--- config.mk ---
export PLATFORM = sky130hd
export DESIGN_NAME = ea_seq
export DESIGN_NICKNAME = d
export VERILOG_FILES = /design/src/rtl/ea_seq.sv
export SDC_FILE = /design/constraint.sdc
export NUM_CORES = 1
export LEC_CHECK = 0
export BUFFER_PORTS_ARGS = -buffer_cell sky130_fd_sc_hd__buf_2
export CORE_UTILIZATION = 32
export DETAILED_ROUTE_END_ITERATION = 10
export GPL_TIMING_DRIVEN = 0
export SLEW_MARGIN = 30
export SYNTH_ARGS = -nofsm -noshare
export SYNTH_HDL_FRONTEND = slang
export SYNTH_SLANG_ARGS = --single-unit
--- constraint.sdc ---
create_clock -name clk_i -period 2.45 [get_ports clk_i]
set_input_delay 0.49 -clock clk_i [delete_from_list [all_inputs] [get_ports clk_i]]
set_output_delay 0.49 -clock clk_i [all_outputs]
set_load 0.005 [all_outputs]
--- src/rtl/ea_seq.sv ---
// rtl/ea_seq.sv - 6502 effective-address sequencer: drives the ALU operand/op interface and issues pointer reads
module ea_seq #(
  parameter int unsigned MEM_TIMEOUT = 0
) (
  input  logic        clk_i,
  input  logic        rstn_i,
  input  logic        start_i,
  input  logic [3:0]  mode_i,
  input  logic [15:0] operand_i,
  input  logic [7:0]  x_i,
  input  logic [7:0]  y_i,
  output logic [15:0] alu_op_A_o,
  output logic [15:0] alu_op_B_o,
  output logic [1:0]  alu_op_o,
  input  logic [15:0] alu_res_i,
  output logic        mem_req_o,
  output logic [15:0] mem_addr_o,
  input  logic        mem_valid_i,
  input  logic [7:0]  mem_rdata_i,
  output logic        busy_o,
  output logic        done_o,
  output logic [15:0] ea_o,
  output logic        page_cross_o,
  output logic        err_o
);

  localparam logic [1:0] ALU_BYPASS_A     = 2'd0;
  localparam logic [1:0] ALU_ADD          = 2'd1;
  localparam logic [1:0] ALU_ADD_ZEROPAGE = 2'd2;

  localparam logic [3:0] M_IMM  = 4'd0;
  localparam logic [3:0] M_ZP   = 4'd1;
  localparam logic [3:0] M_ZPX  = 4'd2;
  localparam logic [3:0] M_ZPY  = 4'd3;
  localparam logic [3:0] M_ABS  = 4'd4;
  localparam logic [3:0] M_ABSX = 4'd5;
  localparam logic [3:0] M_ABSY = 4'd6;
  localparam logic [3:0] M_INDX = 4'd7;
  localparam logic [3:0] M_INDY = 4'd8;
  localparam logic [3:0] M_IND  = 4'd9;

  typedef enum logic [2:0] {
    S_IDLE, S_CALC, S_RD_LO, S_RD_HI, S_POST, S_DONE
  } state_t;

  state_t      state_q, state_d;
  logic [3:0]  mode_q;
  logic [15:0] operand_q;
  logic [7:0]  x_q, y_q;
  logic [15:0] tmp_q;   // ALU result, doubles as the read pointer in indirect modes
  logic [15:0] base_q;
  logic [7:0]  lo_q;
  logic        err_q;
  logic [31:0] wait_cnt_q;
  logic        timeout;

  assign busy_o = (state_q != S_IDLE);

  always_ff @(posedge clk_i or negedge rstn_i) begin
    if (!rstn_i) state_q <= S_IDLE;
    else         state_q <= state_d;
  end

  always_comb begin
    state_d    = state_q;
    alu_op_o   = ALU_BYPASS_A;
    alu_op_A_o = 16'h0000;
    alu_op_B_o = 16'h0000;
    mem_req_o  = 1'b0;
    mem_addr_o = 16'h0000;
    timeout    = 1'b0;
    case (state_q)
      S_IDLE: if (start_i) state_d = S_CALC;
      S_CALC: begin
        case (mode_q)
          M_IMM, M_ABS, M_IND: alu_op_A_o = operand_q;
          M_ZP: begin
            alu_op_o   = ALU_ADD_ZEROPAGE;
            alu_op_A_o = operand_q;
          end
          M_ZPX, M_ZPY, M_INDX: begin
            alu_op_o   = ALU_ADD_ZEROPAGE;
            alu_op_A_o = operand_q;
            alu_op_B_o = {8'h00, (mode_q == M_ZPY) ? y_q : x_q};
          end
          M_ABSX, M_ABSY: begin
            alu_op_o   = ALU_ADD;
            alu_op_A_o = operand_q;
            alu_op_B_o = {8'h00, (mode_q == M_ABSY) ? y_q : x_q};
          end
          M_INDY: alu_op_A_o = {8'h00, operand_q[7:0]};
          default: ;
        endcase
        state_d = (mode_q inside {M_INDX, M_INDY, M_IND}) ? S_RD_LO : S_DONE;
      end
      S_RD_LO, S_RD_HI: begin
        mem_req_o  = 1'b1;
        mem_addr_o = tmp_q;
        if (state_q == S_RD_LO) begin
          alu_op_o   = ALU_ADD_ZEROPAGE;
          alu_op_A_o = tmp_q;
          alu_op_B_o = 16'h0001;
        end
        timeout = (MEM_TIMEOUT != 0) && !mem_valid_i && (wait_cnt_q == MEM_TIMEOUT - 1);
        if (mem_valid_i) begin
          if (state_q == S_RD_LO)     state_d = S_RD_HI;
          else if (mode_q == M_INDY)  state_d = S_POST;
          else                        state_d = S_DONE;
        end else if (timeout) begin
          state_d = S_DONE;
        end
      end
      S_POST: begin
        alu_op_o   = ALU_ADD;
        alu_op_A_o = tmp_q;
        alu_op_B_o = {8'h00, y_q};
        state_d    = S_DONE;
      end
      S_DONE:  state_d = S_IDLE;
      default: state_d = S_IDLE;
    endcase
  end

  always_ff @(posedge clk_i or negedge rstn_i) begin
    if (!rstn_i) begin
      mode_q       <= 4'h0;
      operand_q    <= 16'h0000;
      x_q          <= 8'h00;
      y_q          <= 8'h00;
      tmp_q        <= 16'h0000;
      base_q       <= 16'h0000;
      lo_q         <= 8'h00;
      err_q        <= 1'b0;
      wait_cnt_q   <= 32'd0;
      done_o       <= 1'b0;
      ea_o         <= 16'h0000;
      page_cross_o <= 1'b0;
      err_o        <= 1'b0;
    end else begin
      done_o <= 1'b0;
      wait_cnt_q <= (mem_req_o && !mem_valid_i && !timeout) ? wait_cnt_q + 32'd1 : 32'd0;
      case (state_q)
        S_IDLE: if (start_i) begin
          mode_q    <= mode_i;
          operand_q <= operand_i;
          x_q       <= x_i;
          y_q       <= y_i;
          err_q     <= 1'b0;
        end
        S_CALC: begin
          tmp_q  <= alu_res_i;
          base_q <= operand_q;
          err_q  <= (mode_q > M_IND);
        end
        S_RD_LO: begin
          if (mem_valid_i) begin
            lo_q <= mem_rdata_i;
            // JMP (ind) keeps the pointer high byte: the 6502 page-wrap bug
            tmp_q <= (mode_q == M_IND) ? {tmp_q[15:8], alu_res_i[7:0]} : {8'h00, alu_res_i[7:0]};
          end else if (timeout) begin
            err_q <= 1'b1;
          end
        end
        S_RD_HI: begin
          if (mem_valid_i) begin
            tmp_q  <= {mem_rdata_i, lo_q};
            base_q <= {mem_rdata_i, lo_q};
          end else if (timeout) begin
            err_q <= 1'b1;
          end
        end
        S_POST: tmp_q <= alu_res_i;
        S_DONE: begin
          done_o       <= 1'b1;
          err_o        <= err_q;
          ea_o         <= err_q ? 16'h0000 : tmp_q;
          page_cross_o <= !err_q && (mode_q inside {M_ABSX, M_ABSY, M_INDY}) &&
                          (tmp_q[15:8] != base_q[15:8]);
        end
        default: ;
      endcase
    end
  end

endmodule

; Word-level counts from Yosys, hierarchy flattened
; Cells that the tools add are included.
[totals]
reg_bits = 99
inputBits = 64
elab_cells = 87
[classes]
n_lt_le_gt_ge = 1
n_eq_ne = 20
muxes = 28
reduce_logical = 24
[op_table]
columns = cell, count
row1 = 2-to-1 mux 16 bit, 6
row2 = case mux 16 bit (3 select lines), 2
row3 = case mux 16 bit (2 select lines), 2
row4 = case mux 8 bit (3 select lines), 1
row5 = "== test 4 x 3 -> 1 bit, second input constant", 4
row6 = 2-to-1 mux 8 bit, 2
row7 = case mux 8 bit (2 select lines), 1
row8 = 2-to-1 mux 3 bit, 4
row9 = case mux 3 bit (4 select lines), 1
row10 = nonzero test 3 bit, 4
row11 = "!= test 2 bit, second input constant", 5
row12 = AND reduction 2 bit, 5
row13 = OR reduction 9 bit, 1
row14 = "== test 4 x 2 -> 1 bit, second input constant", 2
row15 = "== test 4 bit, second input constant", 2
row16 = != test 8 bit, 1
row17 = "== test 3 x 2 -> 1 bit, second input constant", 2
row18 = "== test 3 bit, second input constant", 2
row19 = case mux 2 bit (3 select lines), 1
row20 = OR reduction 2 bit, 3
row21 = 2-to-1 mux 1 bit, 5
row22 = "== test 4 x 1 -> 1 bit, second input constant", 1
row23 = "greater-than comparator 4 bit, second input constant", 1
row24 = zero test 4 bit, 1
row25 = other kinds (12), 14

; Depth between registers and ports, before layout
[logic_depth]
depth_word = 5
depth_mapped = 7
depth_no_buf = 4

; Least setup slack after synthesis
; OpenSTA, ideal clock, no wires.
[synth_timing]
path_kind = reg-to-output
from = register state_q[2]
to = output port alu_op_B_o[1]
t_arrival_ns = 1.523
path_slack_ns = 0.437
path_stages_with_launch = 7
n_path_buf = 2
path_cell_list = dfrtp_1 > buf_4 > nand2b_4 > or3_1 > clkbuf_1 > o32ai_2 > a22o_1
[synth_between]
elab_chain_cells = 3
elab_cells_between_ends = 6
classes_between = 4 x eq/ne / 1 x mux / 1 x reduce/logical
[synth_lines]
columns = element, line
row1 = "start, declared", 46  ; state_t state_q, state_d;
row2 = "start signal, assigned", 61  ; else state_q <= state_d;
row3 = == test 3 x 2 -> 1 bit, 72  ; case (state_q)
row4 = OR reduction 2 bit, 72
row5 = case mux 8 bit (3 select lines) *, 72
row6 = "end, declared", 13  ; output logic [15:0] alu_op_B_o,
; Mark *: on every way between the ends. The rest lies on a longest branch, timed or not.

; Worst setup path in the final report
[layout_timing]
from = register state_q[2]
to = output port alu_op_B_o[5]
; Same word-level chain as after synthesis.

==> qor.txt <==
gpl congestion: 0.803
Post-CTS Hold Buffers: 0
Ys Warns: 0
type of the most critical hold path: in -> async
worst-path fanout max: 8
crit path capture type: primary output
Setup crit start: state_q[2]
Max Cap Viol: 0
Post-Syn Instances: 440
max-slew violations: 0
peak supply drop: 0.548 mV
CTS tree: yes
first-pass GRT wire length: 19,800 µm
RSZ-0062 raised after global routing: true
Crit path buffers/inverters: 2
detailed placement HPWL: 9750 µm
core area: 14,500 µm²
CP max-delay cell: or3_4
Pleak: 2.91 nW
fin util: 42.0%
final antenna-violating net count: 0
post-detailed-route wirelength per cell: 16.7 µm
top post-synthesis cells by area: dfrtp_1, mux2_2, a22o_1
Root Driver: clkbuf_16
pre-CTS setup slack: -167 ps
most frequent cell after synthesis: dfrtp_1
IO Port Bufs: 126
Max Fclk: 412 MHz
status: finished, violations left
share of layout cells above drive strength 1: 40.8%
Starting Density: 32.8%
Worst Tran Pin Value: 826 ps
Total GRT Usage: 17.5%
Residual DRC: 1
clk_lat worst skew: 340 ps
DP Area: 5670 µm²
setup ws final: 20.1 ps
critical path cell sequence: buf_6 -> nand2b_4 -> or3_4 -> o32ai_4 -> a22o_1 -> buf_2
reg2reg start: state_q[0]
H-tree levels: 3
Top Ports: 135
#FFs+latches synth: 91
Die Y: 124 µm
CTS buffer count: 9
# diodes: 0
routed vias/inst: 4.89
Critical Path Source Type: flop
final setup violation count: 0
First DRT Iteration DRCs: 144
Hold Fails Final Rpt: 0
final worst path period share: 99.2%
largest net degree at the start of global routing: 63
Post-synth EDFFs: 0
first drt pass iteration count: 7
dominant cell type by area after synthesis: dfrtp_1
top post-synthesis cells by count: dfrtp_1, nand2_1, o21ai_0
initial antenna violation count: 0
failing checks: DRC
sequential area share after synthesis: 48.0%
total number of vias: 3,792
Post-synth top flop: dfrtp_1
crit-path leading delay family: simple AND/OR/NAND/NOR gates
global route overflow: 0
vias in the first global route: 3,739
Post-Syn Area: 4750 µm²
synth unique cells: 51
Rows: 44
critical path's largest stage delay: 450 ps
Die Wd: 124 µm
Longest Clk Path Bufs: 2
clock sinks: 91
Synth async-reset ratio: 100%
Crit Path Class: reg -> out
die area: 15,300 µm²
Layout Skew: 8.50 ps
Power Density: 1310 nW/µm²
Max-Slew Margin vs Limit: 44.9%
fin area: 6080 µm²
final net count: 651
clock-pin transition on the worst setup and hold timing paths: 60 ps
WP data arrival: 1940 ps
synthesized area per cell: 10.8 µm²
Routed Wire Length: 13,000 µm
Layout area overhead: 28.0%
Synth top area share: 48.0%
Data required, critical path: 1960 ps
minimum clock period: 2430 ps
==> registers in the layout, summed over array words and instances, names as in the netlist <==
signal,flops
ea_o,16
operand_q,16
tmp_q,16
base_q,8
lo_q,8
x_q,8
y_q,8
mode_q,4
state_q,3
done_o,1
err_o,1
err_q,1
page_cross_o,1
==> layout make-up <==
cell class	count	area, µm²
fillers	1430	8400
multi-input cells	312	2320
flip-flops and latches	91	2280
repair buffers	135	737
clock buffers	11	233
well taps	184	230
plain buffers	31	198
clock inverters	4	52.6
inverters	7	26.3
==> worst paths after layout <==
check / end / slack, ps / cells after the start
worst max-delay path: alu_op_B_o[5] / 20 / 6
worst min-delay path: ea_o[3] / 10 / 1
worst max register to register: tmp_q[8] / 440 / 5
worst min register to register: ea_o[15] / 480 / 2
max in group asynchronous: mode_q[2] / 1810 / 2
min in group clk_i: y_q[0] / 350 / 3
==> power breakdown <==
part	switching [W]	internal [W]	total [W]
Clock	0.000566	0.000787	0.00135
Sequential	0.000611	0.00219	0.00280
Combinational	0.00186	0.00195	0.00381
==> per-stage QoR <==
step	TNS [ps]	total power [W]	cells	hold slack, ps
floorplan	0	0.00519	447	194
global placement	-1320	0.00629	757	455
detailed placement	-1500	0.00642	758	388
CTS	-52.0	0.00797	774	14.5
global route	-224	0.00857	775	17.1
finish	0	0.00796	775	13.7
==> cells by family (layout without fill, tap and decap cells) <==
group / count (synthesis) / in the layout / synth area share, %
and+or+nand+nor: 117 / 117 / 12.5
AOI/OAI and AO/OA: 102 / 102 / 14.7
DFF: 91 / 91 / 48.0
muxes: 72 / 72 / 17.1
buffers and inverters: 44 / 188 / 5.01
xor gates and xnor gates: 12 / 12 / 2.37
adders and majority gates: 1 / 1 / 0.211
other: 1 / 8 / 0.0790
==> routing by layer <==
metal / track usage (%) / vias to the layer above / wire, µm
met2: 29.0 / 130 / 6150
met3: 4.67 / 13 / 887
met1: 21.9 / 1826 / 5690
li1: - / 1823 / -
met4: 6.33 / 0 / 229
met5: 0 / - / 0
==> cell usage in the layout (no fill, tap or decap), types with 3 or more instances in the layout <==
cell / synthesis / routed
mux2i_1: 22 / 22
nand2b_1: 17 / 16
clkbuf_16: 0 / 9
mux2_2: 42 / 42
inv_1: 7 / 7
xnor2_1: 10 / 9
a22o_1: 32 / 32
buf_6: 3 / 5
conb_1: 1 / 8
buf_2: 7 / 132
mux2_4: 8 / 8
nor2b_1: 4 / 3
clkbuf_1: 14 / 10
nor2_1: 15 / 13
nand2_1: 49 / 48
o21ai_0: 43 / 43
dfrtp_1: 91 / 90
buf_4: 11 / 18
a21oi_1: 11 / 11
and2_1: 16 / 16
==> timing repair <==
action / CTS / global route
resized for setup: 12 / 6
endpoints found under the hold margin: 0 / 0
setup buffers: 4 / 4
setup endpoints to repair: 35 / 35
pin swaps: 1 / 4
Note: power is estimated with default switching activity, not from simulation.
